## config.mk

```make
export PLATFORM = sky130hd
export DESIGN_NAME = drum_event_spi_tx
export DESIGN_NICKNAME = d
export VERILOG_FILES = /design/src/rtl/drum_pkg.sv /design/src/rtl/drum_event_fifo.sv /design/src/rtl/drum_event_spi_tx.sv
export SDC_FILE = /design/constraint.sdc
export NUM_CORES = 1
export LEC_CHECK = 0
export ABC_AREA = 1
export CORE_MARGIN = 5
export CORE_UTILIZATION = 44
export DETAILED_ROUTE_END_ITERATION = 16
export GPL_ROUTABILITY_DRIVEN = 0
export GPL_TIMING_DRIVEN = 0
export PLACE_DENSITY = 0.71
export SLEW_MARGIN = 10
export SYNTH_ARGS = -nofsm -noshare
export SYNTH_HDL_FRONTEND = slang
export SYNTH_HIERARCHICAL = 1
export SYNTH_SLANG_ARGS = --single-unit
```

## constraint.sdc

```tcl
create_clock -name clk -period 3.3 [get_ports clk]
set_clock_uncertainty 0.15 [all_clocks]
set_input_delay 0.495 -clock clk [delete_from_list [all_inputs] [get_ports clk]]
set_output_delay 0.495 -clock clk [all_outputs]
set_load 0.005 [all_outputs]
```

## src/rtl/drum_pkg.sv

```systemverilog
// rtl/drum_pkg.sv - shared types and frame layout for the drum event SPI path
package drum_pkg;

  typedef struct packed {
    logic       hand;
    logic [3:0] code;
  } drum_evt_t;

  localparam int FRM_PRESENT = 7;
  localparam int FRM_HAND    = 6;
  localparam int FRM_OVF     = 5;

  typedef enum logic [2:0] {
    IDLE,
    LOAD,
    SHIFT,
    COMMIT,
    DONE
  } spi_tx_state_t;

endpackage

```

## src/rtl/drum_event_fifo.sv

```systemverilog
// rtl/drum_event_fifo.sv - synchronous event FIFO with head peek
import drum_pkg::*;

module drum_event_fifo #(
  parameter int DEPTH = 8,
  parameter int CW    = $clog2(DEPTH) + 1
) (
  input  logic          clk,
  input  logic          rst,
  input  logic          push,
  input  logic          pop,
  input  drum_evt_t     din,
  output drum_evt_t     dout,
  output logic          full,
  output logic          empty,
  output logic [CW-1:0] count
);

  localparam int AW = $clog2(DEPTH);

  drum_evt_t       mem [DEPTH];
  logic [AW-1:0]   wr_ptr;
  logic [AW-1:0]   rd_ptr;
  logic            do_push;
  logic            do_pop;

  assign full    = (count == CW'(DEPTH));
  assign empty   = (count == '0);
  // A push into a full FIFO is only taken when the head leaves in the same cycle.
  assign do_push = push && (!full || pop);
  assign do_pop  = pop && !empty;
  assign dout    = mem[rd_ptr];

  // Storage array; no reset needed since count gates every read.
  always_ff @(posedge clk) begin
    if (do_push) mem[wr_ptr] <= din;
  end

  // Pointer and occupancy bookkeeping.
  always_ff @(posedge clk) begin
    if (rst) begin
      wr_ptr <= '0;
      rd_ptr <= '0;
      count  <= '0;
    end else begin
      if (do_push) wr_ptr <= wr_ptr + AW'(1);
      if (do_pop)  rd_ptr <= rd_ptr + AW'(1);
      count <= count + CW'(do_push) - CW'(do_pop);
    end
  end

endmodule

```

## src/rtl/drum_event_spi_tx.sv

```systemverilog
// rtl/drum_event_spi_tx.sv - queues drum triggers and serves them to the MCU over SPI mode 0
import drum_pkg::*;

module drum_event_spi_tx #(
  parameter int DEPTH       = 8,
  parameter int SYNC_STAGES = 2
) (
  input  logic       clk,
  input  logic       rst,
  input  logic       drum_trigger_valid,
  input  logic [3:0] drum_code,
  input  logic       drum_hand,
  input  logic       sck,
  input  logic       cs_n,
  input  logic       mosi,
  output logic       miso,
  output logic       irq,
  output logic       overflow_sticky
);

  localparam int CW = $clog2(DEPTH) + 1;

  logic [SYNC_STAGES-1:0] sck_sync;
  logic [SYNC_STAGES-1:0] cs_sync;
  logic [SYNC_STAGES-1:0] unused_mosi_sync;
  logic                   sck_d;
  logic                   cs_d;
  logic                   sck_rise;
  logic                   sck_fall;
  logic                   cs_fall;
  logic                   cs_rise;

  drum_evt_t     cur_evt;
  drum_evt_t     last_evt;
  drum_evt_t     head;
  logic          prev_valid;
  logic          push_req;
  logic          pop;
  logic          drop;
  logic          full;
  logic          empty;
  logic [CW-1:0] fifo_count;

  spi_tx_state_t state;
  logic [7:0]    shift_reg;
  logic [7:0]    frame;
  logic [3:0]    bit_cnt;
  logic          sent_present;
  logic          sent_ovf;

  // Bring the asynchronous SPI pins into clk and keep the previous synced value for edge detect.
  always_ff @(posedge clk) begin
    if (rst) begin
      sck_sync         <= '0;
      cs_sync          <= '1;
      unused_mosi_sync <= '0;
      sck_d            <= 1'b0;
      cs_d             <= 1'b1;
    end else begin
      sck_sync         <= {sck_sync[SYNC_STAGES-2:0], sck};
      cs_sync          <= {cs_sync[SYNC_STAGES-2:0], cs_n};
      unused_mosi_sync <= {unused_mosi_sync[SYNC_STAGES-2:0], mosi};
      sck_d            <= sck_sync[SYNC_STAGES-1];
      cs_d             <= cs_sync[SYNC_STAGES-1];
    end
  end

  assign sck_rise = sck_sync[SYNC_STAGES-1] && !sck_d;
  assign sck_fall = !sck_sync[SYNC_STAGES-1] && sck_d;
  assign cs_fall  = !cs_sync[SYNC_STAGES-1] && cs_d;
  assign cs_rise  = cs_sync[SYNC_STAGES-1] && !cs_d;

  // A trigger level is held for several clocks; only its start or a change of drum counts as new.
  assign cur_evt  = '{hand: drum_hand, code: drum_code};
  assign push_req = drum_trigger_valid && (!prev_valid || cur_evt != last_evt);
  assign pop      = (state == COMMIT) && sent_present;
  assign drop     = push_req && full && !pop;

  // Track the trigger level and the most recent event seen, including dropped ones.
  always_ff @(posedge clk) begin
    if (rst) begin
      prev_valid <= 1'b0;
      last_evt   <= '0;
    end else begin
      prev_valid <= drum_trigger_valid;
      if (push_req) last_evt <= cur_evt;
    end
  end

  drum_event_fifo #(.DEPTH(DEPTH), .CW(CW)) u_fifo (
    .clk   (clk),
    .rst   (rst),
    .push  (push_req),
    .pop   (pop),
    .din   (cur_evt),
    .dout  (head),
    .full  (full),
    .empty (empty),
    .count (fifo_count)
  );

  // Frame built from the head entry, or an empty frame still carrying the overflow flag.
  always_comb begin
    frame          = '0;
    frame[FRM_OVF] = overflow_sticky;
    if (!empty) begin
      frame[FRM_PRESENT] = 1'b1;
      frame[FRM_HAND]    = head.hand;
      frame[3:0]         = head.code;
    end
  end

  // Interrupt and overflow status; a fresh drop outranks the clear from a reported frame.
  always_ff @(posedge clk) begin
    if (rst) begin
      irq             <= 1'b0;
      overflow_sticky <= 1'b0;
    end else begin
      irq <= (fifo_count != '0);
      if (drop)
        overflow_sticky <= 1'b1;
      else if (state == COMMIT && sent_ovf)
        overflow_sticky <= 1'b0;
    end
  end

  // SPI slave frame sequencer: peek on select, shift on sck, consume only after a complete frame.
  always_ff @(posedge clk) begin
    if (rst) begin
      state        <= IDLE;
      miso         <= 1'b0;
      shift_reg    <= '0;
      bit_cnt      <= '0;
      sent_present <= 1'b0;
      sent_ovf     <= 1'b0;
    end else begin
      case (state)
        IDLE: begin
          miso <= 1'b0;
          if (cs_fall) state <= LOAD;
        end
        LOAD: begin
          if (cs_rise) begin
            state <= IDLE;
            miso  <= 1'b0;
          end else begin
            shift_reg    <= frame;
            miso         <= frame[7];
            bit_cnt      <= '0;
            sent_present <= frame[FRM_PRESENT];
            sent_ovf     <= frame[FRM_OVF];
            state        <= SHIFT;
          end
        end
        SHIFT: begin
          if (cs_rise) begin
            state <= IDLE;
            miso  <= 1'b0;
          end else if (bit_cnt == 4'd8) begin
            state <= COMMIT;
          end else begin
            if (sck_rise) bit_cnt <= bit_cnt + 4'd1;
            if (sck_fall) begin
              shift_reg <= {shift_reg[6:0], 1'b0};
              miso      <= shift_reg[6];
            end
          end
        end
        COMMIT: begin
          miso  <= 1'b0;
          state <= DONE;
        end
        DONE: begin
          miso <= 1'b0;
          if (cs_sync[SYNC_STAGES-1]) state <= IDLE;
        end
        default: begin
          miso  <= 1'b0;
          state <= IDLE;
        end
      endcase
    end
  end

endmodule

```

Yosys cells after proc, flatten, opt, wreduce, memory -nomap -nowiden
Memories as Yosys holds them, arrays and structs flattened. A register that Yosys moved wholly into a read port is not among the register bits.
Index checks and enable logic that the tools add are counted.
W data, S select, Z words.
{"block": "totals", "ram_bits": 40, "ff_bits": 41, "memories": 1, "input_bits": 11, "output_inout_bits": 3, "word_cells": 102}
{"name": "u_fifo.mem", "words": 8, "word_bits": 5, "rd": 1, "rd_ports_with_merged_regs": 1, "wr": 1, "line": "drum_event_fifo.sv:21", "text": "drum_evt_t mem [DEPTH];"}
{"block": "op_classes", "reduce_logical": 31, "addsub": 5, "n_mux": 29, "n_eq_ne": 17, "bitwise_logic": 1}
{"cell": "$mux W7", "n": 4}
{"cell": "$mux W4", "n": 5}
{"cell": "$mux W3", "n": 6}
{"cell": "$pmux W3 S5", "n": 1}
{"cell": "$ne A2 B2 Y1 const B", "n": 7}
{"cell": "$pmux W7 S2", "n": 1}
{"cell": "$logic_and A1 B1 Y1", "n": 11}
{"cell": "$reduce_and A5 Y1", "n": 2}
{"cell": "$ne A3 B3 Y1 const B", "n": 3}
{"cell": "$eq A4 B4 Y1 const B", "n": 2}
{"cell": "$logic_not A1 Y1", "n": 8}
{"cell": "$mux W1", "n": 8}
{"cell": "$pmux W4 S2", "n": 1}
{"cell": "$add A3 B1 Y3 const B", "n": 2}
{"cell": "$eq A3 B2 Y1 const B", "n": 2}
{"cell": "$ne A5 B5 Y1", "n": 1}
{"cell": "$add A4 B1 Y4", "n": 1}
{"cell": "$add A4 B1 Y4 const B", "n": 1}
{"cell": "$logic_not A4 Y1", "n": 1}
{"cell": "$mux W2", "n": 2}
{"cell": "$reduce_and A2 Y1", "n": 2}
{"cell": "$reduce_bool A2 Y1", "n": 2}
{"cell": "$reduce_bool A4 Y1", "n": 1}
{"cell": "$sub A4 B1 Y4", "n": 1}
{"cell": "other kinds (7)", "n": 8}

Logic depth before layout (Yosys ltp)
{"block": "depth", "word_depth": 6, "mapped_depth": 13, "ltp_nobuf": 13}

By module
The synthesis kept the hierarchy.
{"module": "drum_event_fifo", "n_inst": 1, "area_per_inst_um2": 2407.3, "cells_each": 254, "seq_area_each_um2": 1461.4}
{"module": "drum_event_spi_tx", "n_inst": 1, "area_per_inst_um2": 1486.4, "cells_each": 216, "seq_area_each_um2": 620.6}

Worst setup path before layout
Ideal clock, no wire load.
{"block": "synth_path", "path_type": "input-to-reg", "start": "input drum_trigger_valid", "end": "register u_fifo.count[2]", "t_arrival_ps": 2565, "path_slack_ps": 470, "t_required_ps": 3036, "path_buffers": 1, "stages": 11, "path_cell_list": "clkbuf_1 inv_1 a31oi_1 nand2_1 ha_1 inv_1 ha_1 inv_1 fa_1 xor2_1 nor2_1"}
{"block": "synth_between", "elab_chain_len": 4}
{"item": "from (decl)", "line": "drum_event_spi_tx.sv:10", "text": "input logic drum_trigger_valid,"}
{"item": "$logic_and A1 B1 Y1", "line": "drum_event_spi_tx.sv:75", "text": "assign push_req = drum_trigger_valid && (!prev_valid || cur_evt != last_evt);"}
{"item": "net push_req", "line": "drum_event_spi_tx.sv:37", "text": "logic push_req;"}
{"item": "$logic_and A1 B1 Y1", "line": "drum_event_fifo.sv:30", "text": "assign do_push = push && (!full || pop);"}
{"item": "$add A4 B1 Y4", "line": "drum_event_fifo.sv:48", "text": "count <= count + CW'(do_push) - CW'(do_pop);"}
{"item": "$sub A4 B1 Y4", "line": "drum_event_fifo.sv:48"}
{"item": "to (signal assigned)", "line": "drum_event_fifo.sv:48"}
{"item": "to (decl)", "line": "drum_event_fifo.sv:16", "text": "output logic [CW-1:0] count"}
The timed path passes the listed nets, and every way through them passes these cells.
A chain may end at the register's enable or synchronous reset.

Final worst setup path
Ends and elaborated chain as after synthesis.

==> key figures <==
STA
  • Setup TNS Final: 0 ps
  • RSZ-0062 raised after global routing: no
  • Setup violators final: 0
  • Count of endpoints failing hold in the final timing report: 0
  • Final min period: 3078 ps
  • Worst slew pin tran: 566.6 ps
  • Final hold slack: 261.1 ps
  • Slew margin rel.: 0.6209
  • Slew Limit Fails: 0
  • Final worst path period share: 0.9328
  • Max Fclk: 0.3249 GHz

Layout
  • Max reg flops: 40
  • Final Cell Area: 4385 um^2
  • N_diodes: 0
  • Area Overhead vs Synth: 12.63%
  • NumNets Final: 515
  • Layout cells sized above 1: 0.09036

Clock tree
  • Clk slew on worst S/H paths: 80 ps
  • H-tree levels: 3
  • Num Clock Sinks: 84
  • Clock Path Buffers: 2
  • Cts hold-fix bufs: 0
  • Skew-Pair Late Insertion Delay: 350 ps
  • TritonCTS clock tree: built
  • CTS Buf Count: 9
  • Clk root buf: clkbuf_8

Critical path
  • R2r worst-path depth: 12
  • CP Capture Type: flip-flop
  • Reg2reg end: u_fifo/count[2]
  • Req. time, crit path: 3390 ps
  • Reg-to-reg setup timing slack: 560 ps
  • FF-to-FF Start: state[1]
  • Critical path fanouts, max: 10
  • CP startpoint: drum_trigger_valid
  • Last element of the critical path: u_fifo/count[2]
  • CP startpoint kind: input pin
  • WP data arrival: 3170 ps
  • WS Path Type: in -> reg

Place
  • Placement Cell Area: 4149 um^2
  • PortBufs: 12
  • HPWL after DPL: 5330 um

Pwr
  • Power density over cell area: 609.5 nW/um^2
  • Leakage: 0.001893 uW
  • Maximum VDD drop: 0.3896 mV
  • Final Power: 2673 uW

Logic synthesis
  • Synth cell types: 35
  • Post-Synthesis Cells: 470
  • Seq/Total Area, Yosys: 0.5347
  • Syn Nets: 492
  • Syn Std Cell Area: 3894 um^2
  • Synthesized flop and latch total: 84
  • Avg Inst Size Synth: 8.285 um^2
  • YS warnings: 6

Drt
  • Met3 wire len: 223 um
  • Number of DRC markers in iteration 0: 152
  • DRT Wirelength: 7449 um
  • Metal2 WL: 3580 um
  • Top sig layer: met4
  • Vias per Instance: 4.817
  • Avg WL per Cell: 12.29 um
  • Final ANT Viol Nets: 0
  • Via count: 2919
  • DRC violations left: 0
  • Pre-Repair DR Iteration Count: 4
  • Routed met1 length: 3544 um

Die
  • Row count: 34
  • Die width: 104.1 um
  • IO Pins: 14
  • Core ar.: 8678 um^2
  • Die ar.: 10830 um^2
  • Starting Density: 0.4487
  • Die height: 104.1 um

Global routing
  • Total grt overflow: 0
  • Gr usage total: 0.1404
  • First-pass GRT wire length: 12400 um
  • Antenna violations before repair: 0
  • Vias in the first global route: 2750
  • Pin count of the biggest net entering global routing: 15

Hold path
  • Hold WC Path Type: reg -> reg

Run status
  • Status: complete, no violations

Job
  • MaxCap Viol Count: 0
[through the flow]
step | util | setup slack, ps | cells
floorplan | - | 470.5 | 470
global placement | 0.4781 | -442.0 | 590
detailed placement | 0.4781 | -539.5 | 590
CTS | 0.5037 | 103.3 | 606
global route | 0.5053 | 31.36 | 606
finish | 0.5053 | 221.8 | 606
[metal layers]
layer / vias up / GRT usage
met5: - / 0
met4: 0 / 0.04903
met3: 8 / 0.03290
met2: 30 / 0.2304
met1: 1353 / 0.1814
li1: 1528 / -
[cell type report]
cell class                      instances  area, um^2
Buffer                                 10       70.07
Clock buffer                           10       127.6
Clock inverter                          6       88.84
Fill cell                             821        4293
Inverter                               59       221.5
Multi-Input combinational cell        317        1535
Sequential cell                        84        2082
Tap cell                              108       135.1
Timing Repair Buffer                   12       125.1
[cells in the mapped netlist]
cell / count / area share
buf_4: 2 / 0.0039
o21ai_0: 11 / 0.014
xnor2_1: 1 / 0.0022
o211ai_1: 1 / 0.0019
buf_2: 2 / 0.0026
nand3b_2: 1 / 0.0029
nand2_1: 160 / 0.15
or2_2: 2 / 0.0032
xor2_1: 2 / 0.0045
nor3_1: 1 / 0.0013
ha_1: 10 / 0.032
inv_2: 5 / 0.0048
inv_1: 53 / 0.051
clkinv_1: 1 / 0.00096
nand3_2: 1 / 0.0026
nor2_1: 57 / 0.055
a21oi_2: 1 / 0.0022
fa_1: 1 / 0.0051
nand3_4: 2 / 0.0090
dfxtp_1: 44 / 0.23
a21oi_1: 21 / 0.027
nor2_2: 1 / 0.0016
nor4_1: 1 / 0.0016
o21ai_1: 1 / 0.0013
a31oi_1: 1 / 0.0016
nand3b_1: 1 / 0.0019
nor3b_1: 1 / 0.0019
nand3_1: 29 / 0.037
edfxtp_1: 40 / 0.31
nand3b_4: 1 / 0.0051
buf_6: 3 / 0.0087
clkbuf_1: 3 / 0.0029
nand2_2: 4 / 0.0064
nor2_4: 4 / 0.012
mux2i_1: 1 / 0.0026
[what timing repair did]
item,CTS,global route
endpoints found under the hold margin,0,0
endpoints found under the setup margin,2,2
setup buffers,0,0
resized for setup,1,3
[where the power goes]
part           internal (uW)  switching (uW)  leakage [uW]
Clock                    426             367     0.0000986
Sequential              1210            75.0      0.000723
Combinational            227             366       0.00107
Total                   1860             808       0.00189
[how the worst min path moves through the flow]
stage	from	to	slack, ps	cells past startpoint
finish	sck_sync[0]	sck_sync[1]	260	2
global route	sck_sync[0]	sck_sync[1]	280	2
floorplan	sck_sync[0]	sck_sync[1]	240	2
CTS	sck_sync[0]	sck_sync[1]	260	2
detailed placement	sck_sync[0]	sck_sync[1]	250	2
global placement	sck_sync[0]	sck_sync[1]	240	2
[placed cells by master (no fill, tap or decap), drive strengths merged, types with 7 or more instances in the layout]
cell	instances
clkdlybuf4s50	10
nor2	62
buf	7
o21ai	12
a21oi	22
nand3	32
edfxtp	40
ha	10
inv	58
dfxtp	44
nand2	164
clkbuf	13
[cells by family after synthesis]
| kind of cell | count (synthesis) | share of synthesized area |
|---|---|---|
| buffers and inverters | 69 | 0.07487 |
| adder cells (fa/ha/maj) | 11 | 0.03728 |
| AND/OR/NAND/NOR | 266 | 0.2956 |
| XOR/XNOR | 3 | 0.006749 |
| flip-flops | 84 | 0.5347 |
| multiplexers | 1 | 0.002571 |
| AO/OA/AOI/OAI | 36 | 0.04820 |
[worst max-delay path, stage by stage]
cell and delay [ps]:
clkdlybuf4s50_1 510, clkbuf_1 360, inv_1 160, a31oi_4 320
nand2_1 100, ha_1 290, inv_1 60, ha_1 170
inv_1 70, fa_1 430, xor2_1 150, nor2_1 50
(Power assumes the default switching activity.)
